<file path="src/rtl/cm3_matrix_output_arb.sv">
// cm3_matrix_output_arb
// Output-port arbiter for one bus-matrix master interface (MI) shared by up to
// three slave-side input ports (SI0..SI2). Registers the address-phase owner
// and the data-phase owner. Grants are held across bursts and locked
// sequences, and ownership moves only on HREADYM-qualified edges.
//
// Parameters:
//   RR_EN          1 = round-robin arbitration, 0 = fixed priority (SI0 highest)
// Ports:
//   HCLK, HRESETn  clock, asynchronous active-low reset
//   HREADYM        HREADY of the output port
//   sel_opN        SIn decoder selects this MI
//   trans_opN      HTRANS presented by SIn
//   burst_opN      HBURST presented by SIn
//   mastlock_opN   HMASTLOCK presented by SIn
//   addr_in_port   registered address-phase owner
//   no_port        registered: no address-phase owner
//   data_in_port   registered data-phase owner
//   data_no_port   registered: data phase belongs to no SI
//   active_opN     SIn currently owns the address phase
module cm3_matrix_output_arb #(
    parameter bit RR_EN = 1'b1
) (
    input  logic       HCLK,
    input  logic       HRESETn,
    input  logic       HREADYM,
    input  logic       sel_op0,
    input  logic       sel_op1,
    input  logic       sel_op2,
    input  logic [1:0] trans_op0,
    input  logic [1:0] trans_op1,
    input  logic [1:0] trans_op2,
    input  logic [2:0] burst_op0,
    input  logic [2:0] burst_op1,
    input  logic [2:0] burst_op2,
    input  logic       mastlock_op0,
    input  logic       mastlock_op1,
    input  logic       mastlock_op2,
    output logic [1:0] addr_in_port,
    output logic       no_port,
    output logic [1:0] data_in_port,
    output logic       data_no_port,
    output logic       active_op0,
    output logic       active_op1,
    output logic       active_op2
);

    localparam logic [1:0] TRANS_IDLE   = 2'b00;
    localparam logic [1:0] TRANS_BUSY   = 2'b01;
    localparam logic [1:0] TRANS_NONSEQ = 2'b10;
    localparam logic [1:0] TRANS_SEQ    = 2'b11;
    localparam logic [2:0] BURST_SINGLE = 3'b000;

    logic [1:0] addr_q, addr_d;
    logic       no_port_q, no_port_d;
    logic [1:0] data_q;
    logic       data_no_q;
    logic [1:0] last_q;

    logic [2:0] req;
    logic [1:0] own_trans;
    logic [2:0] own_burst;
    logic       own_lock;
    logic       owner_valid;
    logic       illegal_owner;
    logic       hold;

    function automatic logic [1:0] next_port(input logic [1:0] p);
        case (p)
            2'd0:    next_port = 2'd1;
            2'd1:    next_port = 2'd2;
            default: next_port = 2'd0;
        endcase
    endfunction

    assign req = {sel_op2 & (trans_op2 != TRANS_IDLE),
                  sel_op1 & (trans_op1 != TRANS_IDLE),
                  sel_op0 & (trans_op0 != TRANS_IDLE)};

    // Transfer attributes of the current address-phase owner
    always_comb begin
        own_trans = TRANS_IDLE;
        own_burst = BURST_SINGLE;
        own_lock  = 1'b0;
        case (addr_q)
            2'd0: begin own_trans = trans_op0; own_burst = burst_op0; own_lock = mastlock_op0; end
            2'd1: begin own_trans = trans_op1; own_burst = burst_op1; own_lock = mastlock_op1; end
            2'd2: begin own_trans = trans_op2; own_burst = burst_op2; own_lock = mastlock_op2; end
            default: ;
        endcase
    end

    assign illegal_owner = ~no_port_q & (addr_q == 2'd3);
    assign owner_valid   = ~no_port_q & ~illegal_owner;

    // A locked owner keeps the grant even while presenting IDLE
    assign hold = owner_valid &
                  (own_lock |
                   (own_trans == TRANS_SEQ) |
                   (own_trans == TRANS_BUSY) |
                   ((own_trans == TRANS_NONSEQ) & (own_burst != BURST_SINGLE)));

    always_comb begin
        logic [1:0] cand;
        logic       found;
        addr_d    = addr_q;
        no_port_d = 1'b1;
        cand      = owner_valid ? addr_q : last_q;
        found     = 1'b0;
        if (illegal_owner) begin
            no_port_d = 1'b1;
        end else if (hold) begin
            no_port_d = 1'b0;
        end else if (RR_EN) begin
            // Search starts one past the current (or last valid) owner and wraps
            for (int unsigned i = 0; i < 3; i++) begin
                cand = next_port(cand);
                if (!found && req[cand]) begin
                    found     = 1'b1;
                    addr_d    = cand;
                    no_port_d = 1'b0;
                end
            end
        end else begin
            if (req[0]) begin
                addr_d    = 2'd0;
                no_port_d = 1'b0;
            end else if (req[1]) begin
                addr_d    = 2'd1;
                no_port_d = 1'b0;
            end else if (req[2]) begin
                addr_d    = 2'd2;
                no_port_d = 1'b0;
            end
        end
    end

    always_ff @(posedge HCLK or negedge HRESETn) begin
        if (!HRESETn) begin
            addr_q    <= 2'd0;
            no_port_q <= 1'b1;
            data_q    <= 2'd0;
            data_no_q <= 1'b1;
            last_q    <= 2'd2;
        end else if (HREADYM) begin
            addr_q    <= addr_d;
            no_port_q <= no_port_d;
            data_q    <= addr_q;
            data_no_q <= no_port_q | (own_trans == TRANS_IDLE);
            if (owner_valid) begin
                last_q <= addr_q;
            end
        end
    end

    assign addr_in_port = addr_q;
    assign no_port      = no_port_q;
    assign data_in_port = data_q;
    assign data_no_port = data_no_q;
    assign active_op0   = (addr_q == 2'd0) & ~no_port_q;
    assign active_op1   = (addr_q == 2'd1) & ~no_port_q;
    assign active_op2   = (addr_q == 2'd2) & ~no_port_q;

endmodule
</file>
<file path="config.mk">
export PLATFORM = sky130hd
export DESIGN_NAME = cm3_matrix_output_arb
export DESIGN_NICKNAME = d
export VERILOG_FILES = /design/src/rtl/cm3_matrix_output_arb.sv
export SDC_FILE = /design/constraint.sdc
export NUM_CORES = 1
export LEC_CHECK = 0
export ABC_CLOCK_PERIOD_IN_PS = 1560
export CORE_UTILIZATION = 33
export DETAILED_ROUTE_END_ITERATION = 10
export PLACE_DENSITY = 0.73
export SYNTH_ARGS = -nofsm -noshare
export SYNTH_HDL_FRONTEND = slang
export SYNTH_SLANG_ARGS = --single-unit
</file>
<file path="constraint.sdc">
create_clock -name HCLK -period 1.56 [get_ports HCLK]
set_input_delay 0.156 -clock HCLK [delete_from_list [all_inputs] [get_ports HCLK]]
set_output_delay 0.156 -clock HCLK [all_outputs]
set_load 0.02 [all_outputs]
</file>
# ---- Word-level counts from Yosys, hierarchy flattened
# Cells that the tools add are included.
dict set report op_classes {
  n_bitwise 17
  n_lt_le_gt_ge 3
  add_sub_neg 0
  n_shift 0
  n_mul 0
  n_reduce_logical 15
  n_div 0
  mux 33
  eq_ne 9
}
# op count
set op_table {}
lappend op_table {{2-bit two-way mux} 10}
lappend op_table {{1-bit two-way mux} 14}
lappend op_table {{2-bit one-hot mux with 2 select lines} 3}
lappend op_table {{1-bit bitwise AND} 10}
lappend op_table {{2-bit by 1-bit == test with 1-bit output, second input constant} 5}
lappend op_table {{2-bit zero test} 5}
lappend op_table {{2-bit by 3-bit less-than comparator with 1-bit output, second input constant} 3}
lappend op_table {{3-bit one-hot mux with 3 select lines} 1}
lappend op_table {{2-bit == test, second input constant} 4}
lappend op_table {{1-bit binary-select mux with 2-bit select} 3}
lappend op_table {{2-bit one-hot mux with 3 select lines} 1}
lappend op_table {{2-bit nonzero test} 3}
lappend op_table {{3-bit nonzero test} 2}
lappend op_table {{1-bit bitwise OR} 4}
lappend op_table {{4-bit AND reduction} 1}
lappend op_table {{1-bit inverter} 3}
lappend op_table {{1-bit one-hot mux with 3 select lines} 1}
lappend op_table {{1-bit logical AND} 2}
lappend op_table {{1-bit zero test} 2}
dict set report totals {
  ram_bits 0
  rom_bits 0
  memories 0
  out_inout_bits 9
  latch_bits 0
  register_bits 8
  elab_cells 82
}

# ---- Logic depth before layout (Yosys ltp)
dict set report depth {
  word_depth 24
  ltp_mapped 7
  ltp_nobuf 5
}

# ---- Worst setup path after synthesis
# No wires, ideal clock.
dict set report synth_timing {
  path_kind {register to register}
  startpoint {reg addr_q[1], in the netlist addr_in_port[1]}
  endpoint {reg addr_q[0], in the netlist addr_in_port[0]}
  path_stages_with_launch 7
  t_required_ps 1433
  n_path_buf 1
  t_arrival_ps 1675
  path_slack_ps -242
  period_less_slack_ps 1802
  setup_ps 127
  path_cell_list {dfrtp_1 buf_6 mux2_4 mux2_2 o21ai_2 nand3_2 mux2_1}
}
dict set report synth_between {
  elab_chain_len 23
}
# element line
set synth_rtl {}
lappend synth_rtl {{start, declared} 54} ;# logic [1:0] addr_q, addr_d;
lappend synth_rtl {{start signal, assigned} 146} ;# addr_q <= addr_d;
lappend synth_rtl {{branches (longest 23 deep; another with 2-bit == test)} -}
# Parallel ways; which one is timed is not known. The select of a mux whose other input is x is not followed.
# A chain may end at the register's enable or synchronous reset.

# ---- Final worst setup path
dict set report layout_timing {
  startpoint {reg addr_q[1], in the netlist addr_in_port[1]}
  endpoint {reg addr_q[1], in the netlist addr_in_port[1]}
}
# The elaborated chain is that of the path after synthesis.

==> reports/qor.txt <==
outcome - finished, violations left
failing checks - negative setup slack
standard-cell rows - 15
Root Driver - clkbuf_4
# IOs - 33
Max VDD drop - 0.000947 V
Crit path max-delay family - multiplexers
Pwr Total - 1830 uW
Fill cells - 156
top-count cell post-synth - nor2_1
Post-synth EDFFs - 0
Synth Instances - 66
P_sw - 752 uW
RSZ-0062 raised after global routing - yes
initial antenna violation count - 0
post-synthesis register bit count - 8
Clock Skew - 0.00220 ns
Die Wd - 44.5 um
routed vias - 659
Critical Path RT - 1.70 ns
Met3 Wirelength - 173 um
reg-to-reg critical path startpoint - addr_in_port[1]
PD cells - 1770 nW/um2
slowest stage cell on the critical path - dfrtp_2
DRC viols - 0
CP max stage delay - 0.42 ns
max layer used - met3
Combinational Power Share - 67.6%
Area contributors post-synth - dfrtp_1 21%, dfstp_2 13%, mux2_2 9.4%
Post-synth top cells - 9 x nor2_1, 5 x a21oi_1, 5 x dfrtp_1, 5 x mux2_2
Synth Area in Adders - 0%
Worst Setup Slack, final - -0.109 ns
sequential power share - 23.0%
worst skew pair latency - 0.26 ns
Startpoint Class - flop
post-route cell area - 1040 um2
reg2reg end - addr_in_port[1]
CTS tree - yes
fin crit share - 107%
FMAX - 599 MHz
Via density - 4.92
final core occ - 60.7%
Clock Sinks - 8
Die Y - 44.5 um
Final Hold Fails - 0
Worst R2R Path Depth - 5
crit path from - addr_in_port[1]
CP Class - flop to flop
Post-Syn Area - 597 um2
Final setup viols - 2
Max Slew Vio Count - 0
core area - 1710 um2
Slew headroom - 76.0%
post-synthesis xor/xnor area fraction - 0%
Synth Net Count - 90
Pint - 1080 uW
Routed WL - 1700 um
first-pass detailed-route iteration total - 3
vias in the first global route - 616
Synth Flop Type - dfrtp_1
Yosys top cell by area - dfrtp_1
synth unique cells - 28
# diodes - 0
nature of the critical path endpoint - flop
Stages on worst setup path - 5
GPL Wtd Cong - 0.739
worst slew pin tran - 0.359 ns
share of the synthesized area in the top cell type - 21.0%
clock edge transition at the registers on the reported setup and hold paths - 0.06 ns
DR WL/cell - 12.7 um
initial DRC count - 8
die area - 1980 um2
nets@finish - 134
critical-path maximum fanout - 3
Compound-Gate Fraction of Synth Area - 21.0%
Global Route Usage Sum - 18.5%
cts bufs inserted - 3
combinational family with the most area after synthesis - compound AO/OA/AOI/OAI gates
clock power share - 9.4%
DP Area - 1010 um2
met2 WL - 826 um
type of the tightest min-delay check - input pin to async pin
first-pass GRT wire length - 2650 um
min cycle time layout - 1.67 ns
met1 WL - 703 um
Routed Antenna Nets - 0
switch share - 41.1%
P&R area growth vs syn - 73.8%
crit-path cells - mux2_4 -> mux2_2 -> o21ai_2 -> nand3_2 -> mux2_1
Post-DP HPWL - 1320 um
Fin Hold WS - 0.174 ns
I/O Buffers - 32
syn avg cell area - 9.04 um2
register area share after synthesis - 34.2%
fraction of synthesized area in multiplexers - 19.1%
layout cells sized above 1 - 29.4%
setup tns final - -0.215 ns
arrival time worst endpoint - 1.81 ns
largest net degree at the start of global routing - 14
synthesis warning total - 0
max-cap violations - 0
H-tree depth - 1
CTS max path bufs - 2
async set-reset flop share out of synthesis - 100%
worst setup path endpoint - addr_in_port[1]
simple-gate portion of the synthesized area - 20.1%
total congestion overflow - 0
LEAKAGE - 0.000454 uW
flop2flop setup slack - -0.11 ns
CP Buf/Inv Count - 0
Starting Density - 34.9%
[placed cells by master (no fill, tap or decap), types with 2 or more instances in the layout]
cell type,synthesis,layout
clkdlybuf4s50_1,0,25
buf_4,0,12
nor2_1,9,9
mux2_2,5,5
a21oi_1,5,5
dfrtp_1,5,4
nor3_1,3,3
o21ai_0,3,3
nand2_1,3,3
clkbuf_4,0,3
dfstp_2,3,3
nor3b_1,2,2
o22a_1,2,2
o21a_1,2,2
o211ai_1,2,2
mux2i_1,2,2
mux2_1,2,2
buf_2,3,2
dlygate4sd2_1,0,2
dlymetal6s2s_1,0,2
[logic make-up after synthesis]
kind of cell / Yosys count
AOI/OAI and AO/OA: 19
buffers and inverters: 6
DFF: 8
muxes: 10
and+or+nand+nor: 23
[state kept, by name (all words and copies together) (netlist names)]
name          count
data_no_port      1
data_in_port      2
no_port           1
last_q            2
addr_in_port      2
[what timing repair did]
action,in CTS,in global routing
buffers inserted,0,0
resized for setup,13,6
setup endpoints to repair,7,7
hold buffers,0,0
[layer usage]
metal / GRT usage [%] / up-vias
met2: 33.2 / 33
met1: 21.0 / 294
met5: 0 / -
li1: - / 332
met3: 6.53 / 0
met4: 3.64 / 0
[power groups by stage]
stage	registers, uW	logic [uW]	clock network [uW]
final	420	1240	172
after global routing	440	1330	192
after CTS	423	1280	180
after detailed placement	423	1280	0
after global placement	420	1270	0
after floorplan	484	673	0
[metrics by stage]
step	worst slack, ns	std cells
2_1_floorplan	-0.220	66
3_3_place_gp	-0.204	130
3_5_place_dp	-0.247	130
4_1_cts	-0.129	134
5_1_grt	-0.172	134
6_report	-0.109	134
[worst min-delay path by stage]
stage | end | from | slack [ns] | depth (start not counted)
finish | addr_in_port[0] | HRESETn | 0.17 | 1
global route | last_q[0] | HRESETn | 0.20 | 1
CTS | data_in_port[0] | HRESETn | 0.17 | 1
detailed placement | data_in_port[0] | HRESETn | 0.46 | 1
global placement | last_q[0] | HRESETn | 0.46 | 1
floorplan | addr_in_port[0] | HRESETn | -0.14 | 0
[final cells by class]
type | instances | area (um2) | area share (%)
well taps | 25 | 31.3 | 3.02
repair buffers | 45 | 409 | 39.4
flip-flops and latches | 8 | 205 | 19.8
multi-input cells | 52 | 365 | 35.2
clock buffers | 4 | 26.3 | 2.53
No activity file was read; power rests on OpenSTA's default activity.
